==> src/rtl/hazard_pkg.sv <==
// Shared types for the pipeline hazard controller.
//   fwd_sel_e    : 2-bit operand forward select (none / EX / MEM / WB)
//   stage_info_t : shadow record of one in-flight instruction {rd, wen, load}
//   STAGE_BUBBLE : shadow record of a NOP / bubble (never writes, never a load)
//   stage_match  : true when a shadow stage produces the register a source reads
package hazard_pkg;

  typedef enum logic [1:0] {
    FWD_NONE = 2'd0,
    FWD_EX   = 2'd1,
    FWD_MEM  = 2'd2,
    FWD_WB   = 2'd3
  } fwd_sel_e;

  typedef struct packed {
    logic [4:0] rd;
    logic       wen;
    logic       load;
  } stage_info_t;

  localparam stage_info_t STAGE_BUBBLE = '{rd: 5'd0, wen: 1'b0, load: 1'b0};

  // wen is only ever set for rd != 0, so a match can never involve x0
  function automatic logic stage_match(input stage_info_t s,
                                       input logic [4:0]  rs,
                                       input logic        use_rs);
    return s.wen && (s.rd == rs) && use_rs;
  endfunction

endpackage

==> src/rtl/sat_counter.sv <==
// Saturating up-counter used for the hazard performance counters.
// Ports:
//   clk   : clock
//   rst   : synchronous active-low reset, clears the count
//   inc   : add one this cycle (ignored once the count is all-ones)
//   count : current count value
module sat_counter #(
  parameter int CNT_W = 32
) (
  input  logic             clk,
  input  logic             rst,
  input  logic             inc,
  output logic [CNT_W-1:0] count
);

  localparam logic [CNT_W-1:0] CNT_ONE = {{(CNT_W-1){1'b0}}, 1'b1};

  // The count sticks at all-ones so a long run never wraps back to a small
  // value that would under-report the event.
  always_ff @(posedge clk) begin
    if (!rst) begin
      count <= '0;
    end else if (inc && (count != '1)) begin
      count <= count + CNT_ONE;
    end
  end

endmodule

==> src/rtl/hazard_ctrl.sv <==
// Pipeline hazard controller for the 5-stage RV32I core.
// Tracks the destination register of the instructions in EX, MEM and WB and
// derives forwarding selects, load-use stall, branch flush and memory freeze.
// Ports:
//   clk, rst                 : clock, synchronous active-low reset
//   id_valid                 : ID holds a real instruction
//   id_rs1/id_rs2            : source register numbers in ID
//   id_use1/id_use2          : the ID instruction actually reads rs1/rs2
//   id_rd, id_regwen         : destination and write enable of the ID instruction
//   id_load                  : the ID instruction is a load
//   ex_pcsel                 : taken branch / jump resolved in EX
//   mem_busy                 : data memory not ready
//   stall_if, stall_id       : hold PC, hold IF/ID
//   flush_id                 : turn IF/ID into a bubble
//   bubble_ex                : load a NOP into ID/EX
//   freeze                   : hold ID/EX, EX/MEM and MEM/WB
//   fwd1_sel, fwd2_sel       : operand forward selects (fwd_sel_e encoding)
//   stall_cnt, flush_cnt     : saturating load-use-stall / flush counters
module hazard_ctrl
  import hazard_pkg::*;
#(
  parameter int LOAD_LATENCY = 1,
  parameter int CNT_W        = 32
) (
  input  logic             clk,
  input  logic             rst,
  input  logic             id_valid,
  input  logic [4:0]       id_rs1,
  input  logic [4:0]       id_rs2,
  input  logic             id_use1,
  input  logic             id_use2,
  input  logic [4:0]       id_rd,
  input  logic             id_regwen,
  input  logic             id_load,
  input  logic             ex_pcsel,
  input  logic             mem_busy,
  output logic             stall_if,
  output logic             stall_id,
  output logic             flush_id,
  output logic             bubble_ex,
  output logic             freeze,
  output logic [1:0]       fwd1_sel,
  output logic [1:0]       fwd2_sel,
  output logic [CNT_W-1:0] stall_cnt,
  output logic [CNT_W-1:0] flush_cnt
);

  localparam logic SLOW_LOAD = (LOAD_LATENCY == 2);

  stage_info_t ex_q, mem_q, wb_q;
  stage_info_t id_info;

  logic ex_m1, ex_m2, mem_m1, mem_m2, wb_m1, wb_m2;
  logic load_use;
  logic stall_c, flush_c, bubble_c, freeze_c;
  fwd_sel_e fwd1_c, fwd2_c;
  logic stall_inc, flush_inc;
  logic [CNT_W-1:0] stall_cnt_q, flush_cnt_q;

  // Forward from the youngest stage that can supply the value. A load in EX
  // has no data yet, and with a two-cycle load a load in MEM has none either;
  // those cases are covered by the load-use stall, so they are skipped here.
  function automatic fwd_sel_e pick_fwd(input logic m_ex, input logic m_mem,
                                        input logic m_wb);
    if (m_ex && !ex_q.load) begin
      return FWD_EX;
    end else if (m_mem && !(mem_q.load && SLOW_LOAD)) begin
      return FWD_MEM;
    end else if (m_wb) begin
      return FWD_WB;
    end
    return FWD_NONE;
  endfunction

  // Shadow record for the ID instruction; writes to x0 are treated as no write.
  always_comb begin
    id_info      = STAGE_BUBBLE;
    id_info.rd   = id_rd;
    id_info.wen  = id_regwen && (id_rd != 5'd0);
    id_info.load = id_load;
  end

  // Source/destination matches against each shadow stage, and the load-use
  // hazard: a load whose data will not be forwardable next cycle.
  always_comb begin
    ex_m1    = stage_match(ex_q,  id_rs1, id_use1);
    ex_m2    = stage_match(ex_q,  id_rs2, id_use2);
    mem_m1   = stage_match(mem_q, id_rs1, id_use1);
    mem_m2   = stage_match(mem_q, id_rs2, id_use2);
    wb_m1    = stage_match(wb_q,  id_rs1, id_use1);
    wb_m2    = stage_match(wb_q,  id_rs2, id_use2);
    load_use = id_valid &&
               ((ex_q.load && (ex_m1 || ex_m2)) ||
                (SLOW_LOAD && mem_q.load && (mem_m1 || mem_m2)));
  end

  // Control priority: memory freeze beats the branch flush (which the EX
  // stage keeps asserting until the freeze ends), and the flush beats the
  // load-use stall because the stalled instruction is being discarded anyway.
  // Everything reads as zero while reset is held.
  always_comb begin
    stall_c  = 1'b0;
    flush_c  = 1'b0;
    bubble_c = 1'b0;
    freeze_c = 1'b0;
    fwd1_c   = FWD_NONE;
    fwd2_c   = FWD_NONE;
    if (rst) begin
      fwd1_c = pick_fwd(ex_m1, mem_m1, wb_m1);
      fwd2_c = pick_fwd(ex_m2, mem_m2, wb_m2);
      if (mem_busy) begin
        freeze_c = 1'b1;
        stall_c  = 1'b1;
      end else if (ex_pcsel) begin
        flush_c  = 1'b1;
        bubble_c = 1'b1;
      end else if (load_use) begin
        stall_c  = 1'b1;
        bubble_c = 1'b1;
      end
    end
  end

  assign stall_if  = stall_c;
  assign stall_id  = stall_c;
  assign flush_id  = flush_c;
  assign bubble_ex = bubble_c;
  assign freeze    = freeze_c;
  assign fwd1_sel  = fwd1_c;
  assign fwd2_sel  = fwd2_c;

  // Shadow pipeline mirrors the real one: it holds during a freeze and
  // otherwise shifts, with EX receiving a bubble whenever ID/EX does.
  always_ff @(posedge clk) begin
    if (!rst) begin
      ex_q  <= STAGE_BUBBLE;
      mem_q <= STAGE_BUBBLE;
      wb_q  <= STAGE_BUBBLE;
    end else if (!freeze_c) begin
      wb_q  <= mem_q;
      mem_q <= ex_q;
      ex_q  <= (bubble_c || !id_valid) ? STAGE_BUBBLE : id_info;
    end
  end

  // Count only events that actually took effect this cycle.
  assign stall_inc = rst && load_use && !mem_busy && !ex_pcsel;
  assign flush_inc = rst && ex_pcsel && !mem_busy;

  sat_counter #(.CNT_W(CNT_W)) u_stall_cnt (
    .clk   (clk),
    .rst   (rst),
    .inc   (stall_inc),
    .count (stall_cnt_q)
  );

  sat_counter #(.CNT_W(CNT_W)) u_flush_cnt (
    .clk   (clk),
    .rst   (rst),
    .inc   (flush_inc),
    .count (flush_cnt_q)
  );

  assign stall_cnt = rst ? stall_cnt_q : '0;
  assign flush_cnt = rst ? flush_cnt_q : '0;

endmodule

==> config.mk <==
export PLATFORM = sky130hd
export DESIGN_NAME = hazard_ctrl
export DESIGN_NICKNAME = d
export VERILOG_FILES = /design/src/rtl/hazard_pkg.sv /design/src/rtl/sat_counter.sv /design/src/rtl/hazard_ctrl.sv
export SDC_FILE = /design/constraint.sdc
export NUM_CORES = 1
export LEC_CHECK = 0
export BUFFER_PORTS_ARGS = -buffer_cell sky130_fd_sc_hd__buf_2
export CORE_ASPECT_RATIO = 0.9
export CORE_MARGIN = 10
export CORE_UTILIZATION = 30
export DETAILED_ROUTE_END_ITERATION = 16
export GPL_ROUTABILITY_DRIVEN = 0
export SLEW_MARGIN = 20
export SYNTH_ARGS = -nofsm -noshare
export SYNTH_HDL_FRONTEND = slang
export SYNTH_SLANG_ARGS = --single-unit
==> constraint.sdc <==
create_clock -name clk -period 6.7 [get_ports clk]
set_input_delay 1.34 -clock clk [delete_from_list [all_inputs] [get_ports clk]]
set_output_delay 1.34 -clock clk [all_outputs]
set_load 0.005 [all_outputs]
* Yosys cells after proc, flatten, opt, wreduce, memory -nomap -nowiden
Cells that the tools add are included.
Storage, ports and cells: register bits after elaboration 83, input bits 24, logic and storage cells 83
Operators by class: $add $sub $neg 2, equality and inequality tests 8, mux-type cells 33, reductions and logical operators 31
Operators by type and width (count):
- $add 32x1->32 const B | 2
- $mux 32 | 2
- $ne 32x32->1 const B | 2
- $eq 5x5->1 | 6
- $logic_and 1x1->1 | 24
- $mux 1 | 20
- $mux 2 | 10
- $mux 7 | 1
- $reduce_bool 5->1 | 1
- $logic_not 1->1 | 4
- $logic_or 1x1->1 | 2

* Logic depth before layout (Yosys ltp)
Gate-level depths: netlist of run 1.
word-level depth 12, mapped depth 9, depth with buffers taken out 7

* By module
Synthesis of run 1 repeated with hierarchy kept, for this count alone.
Second synthesis, totals: cell total of the unflattened synthesis 601, area total of the unflattened synthesis 5031.1 um^2
Modules (own cells, without submodules):
- sat_counter | instances 2, cells an instance 200, area each 1704.1 um^2, sequential area each 640.6 um^2
- hazard_ctrl | instances 1, cells an instance 201, area each 1622.8 um^2, sequential area each 380.4 um^2

* Least setup slack after synthesis of run 1
OpenSTA, ideal clock, no wires.
path kind input to output, start input id_rs1[4], end output stall_if, data arrival time 2.538 ns, data required time 5.360 ns, path slack 2.822 ns, stages 7, buffers on the path 1, cells stage by stage xor2_1 > nor4_1 > nand2_1 > nand2_1 > nand2_1 > o31ai_1 > buf_4
On the way: longest elaborated chain between the ends 10
RTL lines:
- from (decl) | line hazard_ctrl.sv:28 | input logic [4:0] id_rs1,
- $eq 5x5->1 | line hazard_pkg.sv:27 | return s.wen && (s.rd == rs) && use_rs;
- $logic_and 1x1->1 (2 in series) | line hazard_pkg.sv:27
- $logic_or 1x1->1 | line hazard_ctrl.sv:93 | ((ex_q.load && (ex_m1 || ex_m2)) ||
- $logic_and 1x1->1 | line hazard_ctrl.sv:93
- $logic_and 1x1->1 | line hazard_ctrl.sv:92 | load_use = id_valid &&
- $mux 1 | line hazard_ctrl.sv:117 | end else if (load_use) begin
- $mux 1 | line hazard_ctrl.sv:114 | end else if (ex_pcsel) begin
- $mux 1 | line hazard_ctrl.sv:111 | if (mem_busy) begin
- $mux 1 | line hazard_ctrl.sv:108 | if (rst) begin
- to (decl) | line hazard_ctrl.sv:37 | output logic stall_if,
No other way between the ends.

* Final worst setup path of run 1
Same ends and word-level chain as after synthesis.

==> flow_summary_export.csv, run 1 <==
group,metric,value,unit
synth,synth_seq_area_share,36.47,%
clock_network,cts.hold.buffers_added,0,
sta,tns,0,ns
worst_setup_path,reg2reg_slack,4.01,ns
floorplan,die_h,136.9,um
sta,worst_pin_slew,0.7224,ns
synth,synth_ff_type,"dfxtp_1",
placed_design,placed_area,5211,um^2
synth,synthCells,549,
finish,final.fill_count,1591,
worst_setup_path,cp_data_arrival_time,3.14,ns
finish,layoutNonFillerInstCount,841,
floorplan,die_w,149.9,um
sta,slew_viol_final,0,
placed_design,port_buffers,96,
clock_network,h-tree-depth,3,
power_and_ir_drop,power_frac_seq,46.6,%
sta,rsz0062_at_grt,"no",
clock_network,cts_resized,0,
sta,skew,0.005427,ns
power_and_ir_drop,worst_ir_drop_vdd,0.0001185,V
clock_network,clock_sinks,83,
worst_setup_path,crit_type,"in -> out",
synth,synthArstFlopShare,0,%
synth,synth_warnings,0,
detailed_routing,post_drt_wl_per_cell,14.69,um
clock_network,postCtsSetupBuffers,0,
finish,final_cell_area,5527,um^2
synth,synth_top_area_share,36.47,%
finish,layout-drive-gt1-share,20.53,%
clock_network,clockBufferDepth,2,
power_and_ir_drop,p_switching,0.2380,mW
clock_network,clock_latency,0.34,ns
finish,final_nets,664,
synth,synth_area_leader_cell,"dfxtp_1",
detailed_routing,drt_first_pass_iters,5,
sta,max_freq,223.3,MHz
clock_network,cts_buffers,9,
detailed_routing,route.detailed.drc,0,
synth,synth_edf_count,0,
synth,synthTopCellsByArea,"dfxtp_1 36%, and2_1 8.5%, xor2_1 8.3%",
worst_setup_path,required,5.36,ns
detailed_routing,ant_nets,0,
clock_network,path_clk_slew,0.06,ns
power_and_ir_drop,switching_share,22.24,%
global_routing,grt_max_degree,40,
power_and_ir_drop,power.density,193.7,nW/um^2
worst_setup_path,crit_fanout,3,
finish,seq_area,1662,um^2
sta,period_minus_slack,4.477,ns
global_routing,grt_pass1_vias,4000,
detailed_routing,num_vias,4063,
floorplan,core_area,14820,um^2
hold_path,hold_path_class,"reg -> reg",
power_and_ir_drop,clockPowerShare,48.8,%
synth,synth_area,4556,um^2
detailed_routing,vias_per_cell,4.831,
power_and_ir_drop,p_int,0.8322,mW
global_routing,gr-total-overflow,0,
global_routing,track_usage,12.08,%
sta,hold_violations,0,
synth,synth_seq_cells,83,
floorplan,dieArea,20520,um^2
power_and_ir_drop,leakage,2.402,nW
power_and_ir_drop,comb_power_share,4.6,%
synth,avgSynthCellArea,8.298,um^2
worst_setup_path,critPathCaptureType,"output port",
placed_design,dp_cells,825,
floorplan,num_rows,42,
finish,multiInputGateArea,2769,um^2
finish,area_delta_synth_final,21.31,%
clock_network,clockRootBuffer,"clkbuf_16",
floorplan,ios,97,
sta,fin_crit_sh,66.83,%
global_routing,grt_pass1_wl,20270,um
synth,synth_cell_types,49,
placed_design,dp_hpwl,9262,um
finish,antennaDiodeCount,0,
detailed_routing,drt_iter0_markers,178,
floorplan,start_util,30.74,%
global_routing,grt_antenna_before_repair,1,
sta,setup_violations,0,
worst_setup_path,start_kind,"input pin",
run,drv_cap,0,
clock_network,cts_tree,"built",
run_status,status,"complete, no violations",
detailed_routing,wl,12360,um
sta,slew-limit-headroom,51.62,%
synth,syn-num-nets,575,
[registers in the layout, summed over array words and instances, names as in the netlist]
signal	flops
ex_q	7
mem_q	6
u_flush_cnt.count	32
u_stall_cnt.count	32
wb_q	6
[cells by family after synthesis]
group                    count (synthesis)  share of synthesized area, %
AO/OA/AOI/OAI                           56                         7.800
XOR/XNOR                                59                         11.34
adder cells (fa/ha/maj)                  2                        0.5492
buffers and inverters                   29                         2.746
flip-flops                              83                         36.47
multiplexers                            24                         6.042
AND/OR/NAND/NOR                        296                         35.05
[synth_stat cells (5+ instances only)]
library cell,number
or4_1,5
mux2i_1,14
o31ai_1,6
nand4_1,30
o21ai_0,19
nor3_1,12
xnor2_1,16
or3_1,12
nor4_1,11
dfxtp_1,83
clkbuf_1,14
and3_1,13
nand3_1,20
nand2_1,40
mux2_4,6
a21oi_1,11
nor2_1,71
and2_1,62
inv_1,7
xor2_1,43
a22o_1,6
[layer usage]
metal | share of wire [%] | GRT usage (%) | routed length, um
met5 | 0 | 0 | 0
met4 | 1.1 | 3.236 | 130
met3 | 7.2 | 4.556 | 894
met2 | 43 | 18.44 | 5368
met1 | 48 | 15.61 | 5961
[power groups by stage]
stage | Clock (mW) | Combinational [mW] | Sequential, mW
finish | 0.523 | 0.0489 | 0.499
detailed placement | 0 | 0.0499 | 0.510
CTS | 0.542 | 0.0500 | 0.499
global placement | 0 | 0.0495 | 0.510
global route | 0.557 | 0.0552 | 0.499
floorplan | 0 | 0.0297 | 0.509
[worst max-delay path, cell delays in order]
cell     delay, ns
buf_2         0.13
xor2_1        0.14
nor4_1        0.44
nand2_1       0.13
nand2_1       0.11
nand2_1       0.07
o31ai_1       0.55
buf_2         0.23
[cell type report]
type                       instances  area share, %
inverter                           8         0.5434
multi-input combinational        437          50.10
tap                              198          4.483
clock inverter                     3         0.8150
timing repair buffer              99          9.101
clock buffer                      13          4.890
sequential                        83          30.07
[layout by cell type, fill, tap and decap left out, types with 3 or more instances in the layout]
cell type and n:
nor2b_1 3, and4_1 3, clkbuf_16 9, o21ai_1 3, or3_1 12, xnor2_1 16
buf_2 96, or4_1 5, and3_1 13, nand4_1 30, o31ai_1 6, nor4_1 11
a21oi_1 11, mux2_1 3, nor3_1 12, clkbuf_8 3, o21ai_0 19, a22o_1 6
mux2_4 6, buf_4 3, dfxtp_1 83, nor2_1 71, nand3_1 20, inv_1 6
mux2i_1 14, and2_1 62, nand2_1 40, xor2_1 43, a211oi_1 3
[worst paths after layout]
path / start / endpoint / depth (start not counted)
worst max register to register: ex_q[6]$_SDFFE_PN0N_ / u_stall_cnt.count[23]$_SDFFE_PN0P_ / 6
worst min register to register: u_flush_cnt.count[12]$_SDFFE_PN0P_ / u_flush_cnt.count[12]$_SDFFE_PN0P_ / 1
worst min-delay path: u_flush_cnt.count[12]$_SDFFE_PN0P_ / u_flush_cnt.count[12]$_SDFFE_PN0P_ / 1
worst max-delay path: id_rs1[4] / stall_if / 8
[stage by stage]
step | util (%) | hold slack (ns) | power (mW) | setup slack (ns)
floorplan | - | 0.4460 | 0.5383 | 2.822
global placement | 35.17 | 0.4625 | 0.5592 | 2.212
detailed placement | 35.17 | 0.4818 | 0.5596 | 2.217
CTS | 37.29 | 0.4939 | 1.090 | 2.211
global route | 37.29 | 0.5082 | 1.111 | 2.047
finish | 37.29 | 0.4918 | 1.070 | 2.223
Note: power is estimated with default switching activity, not from simulation.
==> run 2, diff against run 1 <==
- ABC_AREA: unset -> 1
- clock period: 6.7 -> 4.6 ns (I/O delays scaled with it)
==> run 2 against run 1 <==
  * Global-route usage grew 1.4 points
  * Clock power is 47% higher
  * Die area rose by 23%
  * Total power increased by 48%
  * Register-to-register slack got worse by 2.2 ns
  * Flip-flop and latch count is the same
  * Worst setup slack got worse by 0.79 ns
  * Combinational power rose by 90%
  * Cell area increased by 21%
  * Worst hold slack better by 0.014 ns
  * Critical path depth decreased by 3
  * Clock skew is 0.0061 ns higher
==> flow_summary_export.csv, run 2 <==
group,metric,value,unit
finish,multiInputGateArea,3346,um^2
worst_setup_path,critPathCaptureType,"output port",
global_routing,gr-total-overflow,0,
sta,skew,0.01156,ns
global_routing,grt_pass1_vias,5878,
synth,synth_seq_area_share,28.81,%
floorplan,dieArea,25180,um^2
worst_setup_path,reg2reg_from,"u_stall_cnt.count[0]$_SDFFE_PN0P_",
sta,tns,0,ns
worst_setup_path,crit_start,"rst",
detailed_routing,wl,17130,um
synth,synthTopCellsByArea,"dfxtp_1 29%, nand2_1 20%, inv_1 9.2%",
clock_network,clock_sinks,83,
global_routing,track_usage,13.47,%
detailed_routing,post_drt_wl_per_cell,13.17,um
global_routing,grt_pass1_wl,29010,um
clock_network,clockRootBuffer,"clkbuf_16",
finish,final_common_cell,"nand2_1",
power_and_ir_drop,power.density,237.0,nW/um^2
finish,layoutNonFillerInstCount,1300,
finish,layout_common_cells,"301 x nand2_1, 141 x inv_1, 104 x nor2_1",
sta,slew-limit-headroom,56.59,%
clock_network,cts_resized,0,
power_and_ir_drop,worst_ir_drop_vdd,0.0001987,V
clock_network,h-tree-depth,3,
sta,rsz0062_at_grt,"no",
finish,antennaDiodeCount,0,
worst_setup_path,r2r-end,"u_stall_cnt.count[16]$_SDFFE_PN0P_",
floorplan,core_area,19040,um^2
clock_network,cts_tree,"built",
placed_design,dp_hpwl,12960,um
synth,synth_common_cells,"301 x nand2_1, 141 x inv_1, 105 x nor2_1, 83 x dfxtp_1, 58 x a21oi_1",
floorplan,num_rows,48,
detailed_routing,ant_nets,0,
sta,max_freq,316.1,MHz
synth,synth_warnings,0,
clock_network,clockBufferDepth,2,
clock_network,postCtsSetupBuffers,0,
synth,synth_ff_type,"dfxtp_1",
synth,muxShareOfSynthArea,0,%
detailed_routing,drt_iter0_markers,425,
hold_path,whs_path_depth,2,
sta,setup_violations,0,
synth,synthSimpleGateAreaFrac,40.35,%
worst_setup_path,r2r_cells,10,
detailed_routing,vias_per_cell,4.732,
worst_setup_path,cp_data_arrival_time,2.24,ns
worst_setup_path,crit_fanout,38,
synth,synth_seq_cells,83,
worst_setup_path,reg2reg_slack,1.79,ns
detailed_routing,drt_first_pass_iters,5,
finish,top_regs,"u_flush_cnt.count: 32 flops, u_stall_cnt.count: 32 flops, ex_q: 7 flops",
synth,syn-num-nets,997,
synth,synth_compound_area_share,12.17,%
synth,synth-xor-area-share,5.011,%
run_status,status,"complete, no violations",
global_routing,grt_antenna_before_repair,0,
power_and_ir_drop,finalPower,1.589,mW
sta,worst_pin_slew,0.6495,ns
synth,synth_top_family_by_area,"simple AND/OR/NAND/NOR gates",
synth,yosys.area_share.adder,0.4338,%
clock_network,cts_buffers,9,
finish,final.fill_count,2131,
detailed_routing,route.detailed.drc,0,
clock_network,path_clk_slew,0.07,ns
clock_network,clock_latency,0.34,ns
finish,layout-drive-gt1-share,13.90,%
finish,seq_area,1662,um^2
sta,hold_violations,0,
floorplan,ios,97,
floorplan,die_w,166.2,um
synth,synth_area_leader_cell,"dfxtp_1",
synth,synth_area,5768,um^2
sta,fin_crit_sh,68.76,%
clock_network,cts.hold.buffers_added,0,
placed_design,dp_cells,1285,
synth,yosys.cell_count.top_type,"nand2_1",
synth,synth_top_area_share,28.81,%
global_routing,grt_max_degree,50,
finish,final_util,35.22,%
finish,final_nets,1072,
worst_setup_path,crit_type,"in -> out",
synth,synth_cell_types,37,
synth,synthCells,971,
floorplan,start_util,30.30,%
synth,synthArstFlopShare,0,%
synth,avgSynthCellArea,5.940,um^2
placed_design,port_buffers,96,
power_and_ir_drop,leakage,3.092,nW
sta,period_minus_slack,3.163,ns
detailed_routing,num_vias,6152,
hold_path,hold_path_class,"reg -> reg",
worst_setup_path,start_kind,"input pin",
synth,synth_edf_count,0,
worst_setup_path,required,3.68,ns
sta,slew_viol_final,0,
sta,whs,0.5053,ns
floorplan,die_h,151.5,um
finish,area_delta_synth_final,16.25,%
worst_setup_path,endpoint,"stall_id",
run,drv_cap,0,
run 2: logic make-up after synthesis:
family / count (synthesis)
buffers and inverters: 186
AO/OA/AOI/OAI: 130
flip-flops: 83
adder cells (fa/ha/maj): 2
XOR/XNOR: 33
AND/OR/NAND/NOR: 537
run 2: per-layer routing:
layer,GRT usage (%),share of wire [%],vias up,wire length (um)
met5,0,0,-,0
met4,2.876,0.96,0,165
met3,3.739,5.8,14,989
met2,21.58,44,143,7480
met1,17.74,50,2779,8490
li1,-,-,3216,-
run 2: how the worst min path moves through the flow:
stage,to,slack (ns),startpoint
6_report,u_flush_cnt.count[14]$_SDFFE_PN0P_,0.51,u_flush_cnt.count[14]$_SDFFE_PN0P_
4_1_cts,u_flush_cnt.count[14]$_SDFFE_PN0P_,0.51,u_flush_cnt.count[14]$_SDFFE_PN0P_
5_1_grt,u_flush_cnt.count[11]$_SDFFE_PN0P_,0.54,u_flush_cnt.count[11]$_SDFFE_PN0P_
2_1_floorplan,wb_q[1]$_SDFFE_PN0N_,0.45,wb_q[1]$_SDFFE_PN0N_
3_5_place_dp,u_flush_cnt.count[14]$_SDFFE_PN0P_,0.50,u_flush_cnt.count[14]$_SDFFE_PN0P_
3_3_place_gp,u_flush_cnt.count[11]$_SDFFE_PN0P_,0.49,u_flush_cnt.count[11]$_SDFFE_PN0P_
run 2: stage by stage:
stage	cell area, um^2	worst slack (ns)
5_1_grt	6705	1.199
4_1_cts	6705	1.394
3_3_place_gp	6397	1.439
3_5_place_dp	6397	1.342
6_report	6705	1.437
2_1_floorplan	5768	1.865
run 2: worst max-delay path: stages:
cell     delay [ns]
buf_2          0.11
buf_4          0.35
nand2_1        0.49
nand2_1        0.23
buf_2          0.14
run 2: final cells by class:
class,instances,area share [%]
Clock inverter,5,1.176
Timing Repair Buffer,101,7.725
Sequential cell,83,24.78
Multi-Input combinational cell,702,49.90
Inverter,149,8.341
Clock buffer,10,3.415
Tap cell,250,4.665
run 2: power by group:
part | leakage, nW | internal, mW | total (mW) | switching, mW
clock | 0.152 | 0.472 | 0.769 | 0.297
sequential | 0.669 | 0.723 | 0.727 | 0.00349
combinational | 2.27 | 0.0273 | 0.0931 | 0.0658
